### src/rtl/piso_pkg.sv
// Shared types and helpers for the piso_tx serial transmitter.
package piso_pkg;

  typedef enum logic [1:0] {
    ST_IDLE,
    ST_SHIFT,
    ST_PARITY
  } tx_state_t;

  // Bits needed to hold values 0..n inclusive; never less than one bit.
  function automatic int cnt_width(input int n);
    return (n < 1) ? 1 : $clog2(n + 1);
  endfunction

endpackage

### src/rtl/piso_bit_timer.sv
// Bit-period timer: o_tick marks the final clk cycle of each serial bit.
module piso_bit_timer
  import piso_pkg::*;
#(
  parameter int BIT_CYCLES = 1
) (
  input  logic clk,
  input  logic i_clr,
  input  logic i_en,
  output logic o_tick
);

  localparam int CW = cnt_width(BIT_CYCLES);

  logic [CW-1:0] r_cnt;
  logic          w_tc;

  // With BIT_CYCLES=1 the terminal count is zero, so r_cnt stays constant.
  assign w_tc   = (r_cnt == CW'(BIT_CYCLES - 1));
  assign o_tick = i_en && w_tc;

  always_ff @(posedge clk) begin
    if (i_clr) begin
      r_cnt <= '0;
    end else if (i_en) begin
      r_cnt <= w_tc ? '0 : r_cnt + CW'(1);
    end
  end

endmodule

### src/rtl/piso_tx.sv
// Parallel-in/serial-out transmitter with valid/ready load, sframe framing
// and an optional trailing even-parity bit. All outputs are registered.
module piso_tx
  import piso_pkg::*;
#(
  parameter int WIDTH      = 8,
  parameter int BIT_CYCLES = 1,
  parameter int MSB_FIRST  = 1,
  parameter int PARITY_EN  = 0
) (
  input  logic             clk,
  input  logic             rst,
  input  logic [WIDTH-1:0] din,
  input  logic             load_valid,
  output logic             load_ready,
  output logic             sout,
  output logic             sframe,
  output logic             done
);

  // state     | meaning
  // ST_IDLE   | line low, load_ready high, waiting for a word
  // ST_SHIFT  | data bits on sout, one per bit period
  // ST_PARITY | even-parity bit on sout for one bit period

  localparam int BW = cnt_width(WIDTH);

  tx_state_t        r_state, w_state_nxt;
  logic [WIDTH-1:0] r_shreg, w_shifted;
  logic [BW-1:0]    r_bit_cnt;
  logic             r_par;
  logic             r_sout, r_sframe, r_ready, r_done;
  logic             w_sout_nxt, w_sframe_nxt, w_ready_nxt, w_done_nxt;
  logic             w_accept, w_tick, w_last_data, w_frame_end, w_timer_clr;
  logic             w_din_head, w_sh_head;

  assign w_accept    = (r_state == ST_IDLE) && r_ready && load_valid;
  assign w_last_data = (r_state == ST_SHIFT) && w_tick && (r_bit_cnt == BW'(WIDTH - 1));
  assign w_frame_end = (PARITY_EN != 0) ? ((r_state == ST_PARITY) && w_tick) : w_last_data;
  assign w_timer_clr = rst || w_accept || w_frame_end;

  assign w_shifted  = (MSB_FIRST != 0) ? {r_shreg[WIDTH-2:0], 1'b0} : {1'b0, r_shreg[WIDTH-1:1]};
  assign w_din_head = (MSB_FIRST != 0) ? din[WIDTH-1] : din[0];
  assign w_sh_head  = (MSB_FIRST != 0) ? r_shreg[WIDTH-2] : r_shreg[1];

  piso_bit_timer #(.BIT_CYCLES(BIT_CYCLES)) u_timer (
    .clk    (clk),
    .i_clr  (w_timer_clr),
    .i_en   (r_state != ST_IDLE),
    .o_tick (w_tick)
  );

  always_ff @(posedge clk) begin
    if (rst) r_state <= ST_IDLE;
    else     r_state <= w_state_nxt;
  end

  always_comb begin
    w_state_nxt = r_state;
    case (r_state)
      ST_IDLE:   if (w_accept) w_state_nxt = ST_SHIFT;
      ST_SHIFT:  if (w_last_data) w_state_nxt = (PARITY_EN != 0) ? ST_PARITY : ST_IDLE;
      ST_PARITY: if (w_tick) w_state_nxt = ST_IDLE;
      default:   w_state_nxt = ST_IDLE;
    endcase
  end

  // Next values for the registered outputs.
  always_comb begin
    w_sout_nxt   = r_sout;
    w_sframe_nxt = r_sframe;
    w_ready_nxt  = r_ready;
    w_done_nxt   = 1'b0;
    if (w_accept) begin
      w_sout_nxt   = w_din_head;
      w_sframe_nxt = 1'b1;
      w_ready_nxt  = 1'b0;
    end else if (w_frame_end) begin
      w_sout_nxt   = 1'b0;
      w_sframe_nxt = 1'b0;
      w_ready_nxt  = 1'b1;
      w_done_nxt   = 1'b1;
    end else if (w_last_data) begin
      w_sout_nxt   = r_par;
    end else if ((r_state == ST_SHIFT) && w_tick) begin
      w_sout_nxt   = w_sh_head;
    end
  end

  always_ff @(posedge clk) begin
    if (rst) begin
      r_sout   <= 1'b0;
      r_sframe <= 1'b0;
      r_ready  <= 1'b1;
      r_done   <= 1'b0;
    end else begin
      r_sout   <= w_sout_nxt;
      r_sframe <= w_sframe_nxt;
      r_ready  <= w_ready_nxt;
      r_done   <= w_done_nxt;
    end
  end

  always_ff @(posedge clk) begin
    if (rst) begin
      r_shreg   <= '0;
      r_bit_cnt <= '0;
      r_par     <= 1'b0;
    end else if (w_accept) begin
      r_shreg   <= din;
      r_bit_cnt <= '0;
      r_par     <= ^din;
    end else if ((r_state == ST_SHIFT) && w_tick) begin
      r_shreg   <= w_shifted;
      r_bit_cnt <= w_last_data ? '0 : r_bit_cnt + BW'(1);
    end
  end

  assign load_ready = r_ready;
  assign sout       = r_sout;
  assign sframe     = r_sframe;
  assign done       = r_done;

endmodule
### config.mk
export PLATFORM = sky130hd
export DESIGN_NAME = piso_tx
export DESIGN_NICKNAME = d
export VERILOG_FILES = /design/src/rtl/piso_pkg.sv /design/src/rtl/piso_bit_timer.sv /design/src/rtl/piso_tx.sv
export SDC_FILE = /design/constraint.sdc
export NUM_CORES = 1
export LEC_CHECK = 0
export CORE_UTILIZATION = 30
export CTS_CLUSTER_SIZE = 28
export DETAILED_ROUTE_END_ITERATION = 8
export PLACE_DENSITY = 0.48
export REMOVE_ABC_BUFFERS = 1
export SLEW_MARGIN = 20
export SYNTH_ARGS = -nofsm -noshare
export SYNTH_HDL_FRONTEND = slang
export SYNTH_SLANG_ARGS = --single-unit
export TNS_END_PERCENT = 10
### constraint.sdc
create_clock -name clk -period 1.4 [get_ports clk]
set_input_delay 0.28 -clock clk [delete_from_list [all_inputs] [get_ports clk]]
set_output_delay 0.28 -clock clk [all_outputs]
set_load 0.01 [all_outputs]
* Word-level counts from Yosys, hierarchy flattened
Cells that the tools add are included. Widths: inputs -> output; s select.
Operators by class: $add $sub $neg 2, equal/unequal tests 6, muxes and demuxes 16, bitwise operators 1, reductions and logical operators 14
Operators with widths (count):
- $mux 7 | 2
- $mux 1 | 9
- $mux 2 | 3
- $ne 2x2->1 const B | 3
- $pmux 2 s3 | 1
- $reduce_bool 2->1 | 3
- $logic_and 1x1->1 | 5
- $add 4x1->4 const B | 1
- $eq 4x3->1 const B | 1
- $mux 4 | 1
- $reduce_and 3->1 | 1
- $reduce_bool 3->1 | 1
- $eq 2x1->1 const B | 1
- $eq 2x2->1 const B | 1
- $logic_not 2->1 | 1
- $logic_or 1x1->1 | 2
- $reduce_or 2->1 | 1
- $add 1x1->1 const B | 1
- $not 1->1 | 1
Storage, ports and cells: bits in registers 18, input bits 11, output and inout port bits 4

* Longest topological paths before layout
Gate-level depths: netlist of the first run.
depth after elaboration 6, depth in mapped cells 5, depth with buffers taken out 4

* Hierarchy
From an unflattened synthesis of the first run, not the netlist that was laid out.
Unflattened totals: cells, all modules 79, area total of the unflattened synthesis 679.4 um2
By module, submodules not included:
- piso_tx | instances 1, cells each 78, area each 671.9 um2
- piso_bit_timer | instances 1, cells each 1, area each 7.5 um2

* Worst setup path before layout of the first run
OpenSTA, ideal clock, no wires.
path kind register to register, start reg r_bit_cnt[0], end reg r_ready, in the netlist load_ready, library setup time 0.123 ns, arrival 1.123 ns, required time 1.277 ns, path slack 0.154 ns, cell stages (with the launch flop) 5, buffers on the path 0, path through dfxtp_1 -> ha_1 -> and3b_1 -> a21o_4 -> o32a_2
Between the ends: word-level cells in the longest chain between the ends 3
Ends and longest elaborated chain:
- from (decl) | line piso_tx.sv:30 | logic [BW-1:0] r_bit_cnt;
- from (signal assigned) | line piso_tx.sv:115 | r_bit_cnt <= w_last_data ? '0 : r_bit_cnt + BW'(1);
- $eq 4x3->1 | line piso_tx.sv:38 | assign w_last_data = (r_state == ST_SHIFT) && w_tick && (r_bit_cnt == BW'(WIDTH - 1));
- $logic_and 1x1->1 | line piso_tx.sv:38
- $reduce_bool 2->1 (no source line)
- to (signal assigned) | line piso_tx.sv:99 | r_ready <= w_ready_nxt;
- to (decl) | line piso_tx.sv:32 | logic r_sout, r_sframe, r_ready, r_done;
No other way between the ends. A chain may end at the register's enable or synchronous reset.

* Worst setup path in the final report of the first run
Ends and elaborated chain as after synthesis.

==> results.ini, run 1 <==
[pwr]
cellLeakagePower_nw = 0.353
combPwrFrac_pct = 19.9
swShare_pct = 28.5
power_density_mw_per_mm2 = 1070
power_frac_clock_pct = 26.5
p_int_mw = 0.691
totalPowerFinal_mw = 0.966
switchingPower_mw = 0.275
seqPwrFrac_pct = 53.7
ir_drop_mv = 0.503

[synthesis]
async_reset_ff_share_pct = 0
synth.area.top_cells = dfxtp_1, nand3_1, a311oi_1
synth_cell_types = 27
yosys_most_used_dff = dfxtp_1
synth_edf_count = 0
synth_top_area_share_pct = 45.3
synth.avg_cell_area_um2 = 9.18
yosysMostFrequentCell = dfxtp_1
yosysSeqAreaShare_pct = 45.3
yosysWarnings = 0
yosysTopAreaCell = dfxtp_1
syn_inst = 77
synth_seq_cells = 16
syn-cell-area_um2 = 707
synth_common_cells = dfxtp_1, nand3_1, nand2_1

[clocking]
cts.sinks = 16
cts_made_buffers = 3
worstSkewPairLatency_ns = 0.29
cts_tree = yes
cts-htree-levels = 1
cts.clk_slew.worst_paths_ns = 0.10
cts-root-buf = clkbuf_4
clock_path_buffers = 2

[timing]
fin_crit_sh_pct = 91.0
finalCriticalPeriod_ns = 1.27
slew_violations = 0
fin_hold_ws_ns = 0.458
tns_ns = 0
worst_slew_pin_slew_ns = 0.306
setup_viol = 0
hold_viol_final = 0
slew_headroom_pct = 79.6
clock_skew_ns = 0.00288
rsz0062_at_grt = no
fmax_ghz = 0.785

[finish]
nFillCells = 237
layout.nets = 108
fin_area_um2 = 905
diodes = 0
area_delta_synth_final_pct = 28.0
drive_gt1_share_pct = 16.0

[global_routing]
grt_max_degree = 20
grt_pass1_vias = 599
grt_usage_pct = 14.1
gr-total-overflow = 0
grt_pass1_wl_um = 2660
grt_antenna_before_repair = 0

[die]
die_w_um = 50.5
initial_core_util_pct = 32.0
core_mm2 = 0.00221
fp.dieArea_mm2 = 0.00255
num_rows = 17
ios = 15
die_y_um = 50.5

[worst_setup_path]
path_cells = ha_1, and3b_1, a21o_4, o32a_2
rrSetupSlack_ns = 0.13
slowest_delay_ns = 0.33
end_kind = register
startpoint_type = register
critical_path_class = reg -> reg
worst-path-max-fanout = 5
critPathRequiredTime_ns = 1.59
worstPathArrival_ns = 1.46
slowest_stage = dfxtp_1

[detailed_routing]
firstDrtPassIters = 3
drt_iter0_drc = 3
wirelength_met1_um = 737
routedWlPerCell_um = 12.1
postRouteAntennaNets = 0
dr_wl_met2_um = 665
viasPerCell = 5.03
vias = 614
route.met3.wl_um = 38
drc = 0
routed_wl_um = 1480
highest_layer = met4

[run]
maxCapViolCount = 0

[place]
hpwl_um = 1070
place.gp.congestion = 0.737
post_dp_cell_area_um2 = 887
portBuffers = 14

[run_status]
status = finished clean

[hold_path]
hold_class = reg -> reg

[state kept, by name (all words and copies together) (netlist names)]
register,cells
sframe,1
sout,1
r_shreg,7
done,1
r_state,1
r_bit_cnt,4
load_ready,1
[final timing paths]
check	startpoint	to	cells after the start
setup / recovery	r_bit_cnt[0]	load_ready	4
hold / removal	sframe	sframe	2
setup reg to reg	r_bit_cnt[0]	load_ready	4
hold reg to reg	sframe	sframe	2
[worst max-delay path, delay by kind of cell, from the launching register on]
kind / cells / cell delay [ns]
compound gates: 2 / 0.43
fa+ha+maj: 1 / 0.21
flops: 1 / 0.33
simple gates: 1 / 0.20
[power by group through the flow]
stage	Combinational [mW]	Clock, mW	Sequential (mW)
final	0.192	0.256	0.519
after global routing	0.217	0.285	0.525
after CTS	0.196	0.262	0.519
after detailed placement	0.202	0	0.531
after global placement	0.202	0	0.530
after floorplan	0.0887	0	0.540
[layer usage]
metal / up-vias / global-route usage (%)
met3: 5 / 2.73
met4: 0 / 8.33
met1: 285 / 17.7
met5: - / 0
li1: 316 / -
met2: 8 / 22.2
[what timing repair did]
| item | in CTS | in global routing |
|---|---|---|
| endpoints found under the setup margin | 4 | 0 |
| hold endpoints to repair | 0 | 0 |
| buffers inserted | 0 | 0 |
| resized for setup | 4 | 0 |
| hold buffers | 0 | 0 |
[cell usage in the layout (no fill, tap or decap)]
master            n
o32ai_1           1
nor3_1            1
a31oi_1           1
nand2_4           1
dlygate4sd2_1     4
nor2_1            7
mux2i_1           1
a311oi_1          6
clkdlybuf4s50_1  10
buf_4             6
dfxtp_1          16
xor2_1            1
and3b_1           1
o32a_2            1
ha_1              1
inv_2             1
inv_1             1
a211oi_2          1
a21oi_1           4
clkbuf_4          3
nand3_1          11
a21o_4            1
nand2_1          10
o21a_1            1
o32ai_2           1
nand3b_1          1
nand4_1           1
[final cells by class]
| type | count | area (um^2) | area share (%) |
|---|---|---|---|
| Multi-Input combinational cell | 53 | 339 | 37.5 |
| Sequential cell | 16 | 320 | 35.4 |
| Timing Repair Buffer | 20 | 180 | 19.9 |
| Tap cell | 28 | 35.0 | 3.87 |
| Clock buffer | 3 | 22.5 | 2.49 |
| Inverter | 2 | 7.51 | 0.830 |
[metrics by stage]
step / cells / utilization (%) / setup slack [ns]
2_1_floorplan: 71 / - / 0.153
3_3_place_gp: 119 / 40.1 / -0.00454
3_5_place_dp: 119 / 40.1 / -0.00966
4_1_cts: 122 / 40.9 / 0.116
5_1_grt: 122 / 40.9 / 0.0542
6_report: 122 / 40.9 / 0.126
[logic make-up (layout without fill, tap and decap cells)]
family                     after synthesis  count (layout)  synth area share [%]
xor gates and xnor gates                 1               1                  1.24
DFF                                     16              16                  45.3
adders and majority gates                1               1                  1.77
AOI/OAI and AO/OA                       17              17                  21.2
muxes                                    1               1                  1.42
buffers and inverters                    8              25                  6.72
and+or+nand+nor                         33              33                  22.3
Note: power is estimated with default switching activity, not from simulation.
==> run 2, diff against run 1 <==
- SETUP_SLACK_MARGIN: not set -> 0.02
==> results of run 2 <==
Final layout, timing and power as in run 1 (identical DEF).
==> run 3, diff against run 2 <==
- GPL_ROUTABILITY_DRIVEN: not set -> 0
- SKIP_LAST_GASP: not set -> 1
==> run 3 against run 2 <==
  * Sequential share of layout area decreased by 0.24 points
  * Register-to-register slack hardly changed
  * Sequential power about the same
  * Combinational power about the same
  * Sequential cell count is the same
  * The run now ends with negative setup slack left
  * Total power up 0.38%
  * Largest cell class unchanged
  * First-iteration DRC count is the same
  * Worst setup slack got worse by 0.16 ns
  * Via count did not move
  * Non-clock buffer count unchanged
  * Critical endpoint is now sframe
  * Cell area grew 0.69%
==> results.ini, run 3 (same netlist as run 1, synthesis figures left out) <==
[run_status]
violations = negative setup slack
status = complete, but fails checks

[hold_path]
hold_class = reg -> reg

[timing]
rsz0062_at_grt = yes
fin_ws_ns = -0.0354  ; -0.161 ns
slew_violations = 0  ; unchanged
slew_headroom_pct = 79.6  ; unchanged
setup_viol = 2  ; +2
fin_crit_sh_pct = 103  ; +12 points
worst_slew_pin_slew_ns = 0.306  ; unchanged
hold_viol_final = 0  ; unchanged
clock_skew_ns = 0.00288  ; unchanged
fmax_ghz = 0.697  ; -11%
finalCriticalPeriod_ns = 1.44  ; +0.161 ns
tns_ns = -0.0493  ; -0.0493 ns
fin_hold_ws_ns = 0.461  ; +0.00269 ns

[clocking]
cts-root-buf = clkbuf_4
cts_tree = yes
cts.sinks = 16  ; unchanged
clock_path_buffers = 2  ; unchanged
cts.clk_slew.worst_paths_ns = 0.10  ; about the same
ctsHoldBuffers = 0  ; unchanged
cts_setup_buffers = 0  ; unchanged
worstSkewPairLatency_ns = 0.29  ; about the same
cts-htree-levels = 1  ; unchanged
cts_made_buffers = 3  ; unchanged

[place]
post_dp_cell_area_um2 = 887  ; unchanged
portBuffers = 14  ; unchanged
dp_cells = 119  ; unchanged
pre_cts_slack_ns = -0.00966  ; unchanged
hpwl_um = 1070  ; unchanged

[detailed_routing]
routedWlPerCell_um = 12.1  ; +0.14%
drc = 0  ; unchanged
drt_iter0_drc = 3  ; unchanged
vias = 614  ; unchanged
postRouteAntennaNets = 0  ; unchanged
routed_wl_um = 1480  ; +0.14%
firstDrtPassIters = 3  ; unchanged
viasPerCell = 5.03  ; unchanged

[finish]
area_delta_synth_final_pct = 28.8
stdcell_count = 122  ; unchanged
largest_register = r_shreg
nFillCells = 233  ; -1.7%
largest_reg_flops = 7  ; unchanged
layout.nets = 108  ; unchanged
fin_area_um2 = 911  ; +0.69%
layout_common_cells = dfxtp_1, clkdlybuf4s50_1, nand3_1, nand2_1, nor2_1
drive_gt1_share_pct = 16.0  ; unchanged
reg.largest.list = r_shreg: 7 flops, r_bit_cnt: 4 flops
final_util_pct = 41.2  ; +0.28 points
mostFrequentLayoutCell = dfxtp_1
diodes = 0  ; unchanged

[global_routing]
grt_pass1_wl_um = 2640  ; -0.53%
grt_usage_pct = 14.1  ; -0.063 points
grt_antenna_before_repair = 0  ; unchanged
grt_pass1_vias = 593  ; -1.0%
grt_max_degree = 20  ; unchanged
gr-total-overflow = 0  ; unchanged

[worst_setup_path]
critPathRequiredTime_ns = 1.12  ; -0.47 ns
slowest_delay_ns = 0.53  ; +0.20 ns
worst-path-max-fanout = 2  ; -3
slowest_stage = clkdlybuf4s50_1
crit_buf_inv = 1  ; +1
worstPathArrival_ns = 1.16  ; -0.30 ns
rrSetupSlack_ns = 0.13  ; about the same
critical_path_class = reg -> out
crit_family = buffers and inverters
path_cells = clkdlybuf4s50_1
end_kind = output port
startpoint_type = register

[die]
initial_core_util_pct = 32.0  ; unchanged
core_mm2 = 0.00221  ; unchanged
die_y_um = 50.5  ; unchanged
fp.dieArea_mm2 = 0.00255  ; unchanged
die_w_um = 50.5  ; unchanged
num_rows = 17  ; unchanged
ios = 15  ; unchanged

[pwr]
ir_drop_mv = 0.503  ; about the same
totalPowerFinal_mw = 0.970  ; +0.38%
power_density_mw_per_mm2 = 1060  ; -0.31%
cellLeakagePower_nw = 0.358  ; +1.3%

[run]
maxCapViolCount = 0  ; unchanged

==> run 3: changes by cell type in the layout (fill, tap and decap cells not counted) <==
cell	before	now
clkdlybuf4s50_1	10	12
dlymetal6s2s_1	0	1
dlygate4sd2_1	4	1
==> run 3: final cells by class <==
type / instances / area [um^2] / share of cell area (%)
Clock buffer: 3 / 22.5 / 2.47
Inverter: 2 / 7.51 / 0.824
Tap cell: 28 / 35.0 / 3.85
Timing Repair Buffer: 20 / 186 / 20.5
Sequential cell: 16 / 320 / 35.2
Multi-Input combinational cell: 53 / 339 / 37.2
==> run 3: routing by layer <==
metal,vias to the layer above,track usage (%),wire [um]
li1,316,-,-
met1,285,17.7,737
met2,8,22.0,666
met3,5,2.73,39
met4,0,8.33,38
met5,-,0,0
==> run 3: worst paths after layout <==
kind / from / end / cells after the start
hold / removal: sframe / sframe / 2
setup reg to reg: r_bit_cnt[0] / load_ready / 4
hold reg to reg: sframe / sframe / 2
setup / recovery: sframe / sframe / 1
==> run 3: report_power, final <==
| group | switching, mW | total [mW] | internal (mW) |
|---|---|---|---|
| logic | 0.0956 | 0.195 | 0.0998 |
| registers | 0.0241 | 0.519 | 0.495 |
| clock network | 0.156 | 0.256 | 0.100 |
==> run 3: what timing repair did <==
| item | in CTS | in global routing |
|---|---|---|
| setup endpoints to repair | 4 | 3 |
| gates resized for setup | 1 | 1 |
| pin swaps | 0 | 0 |
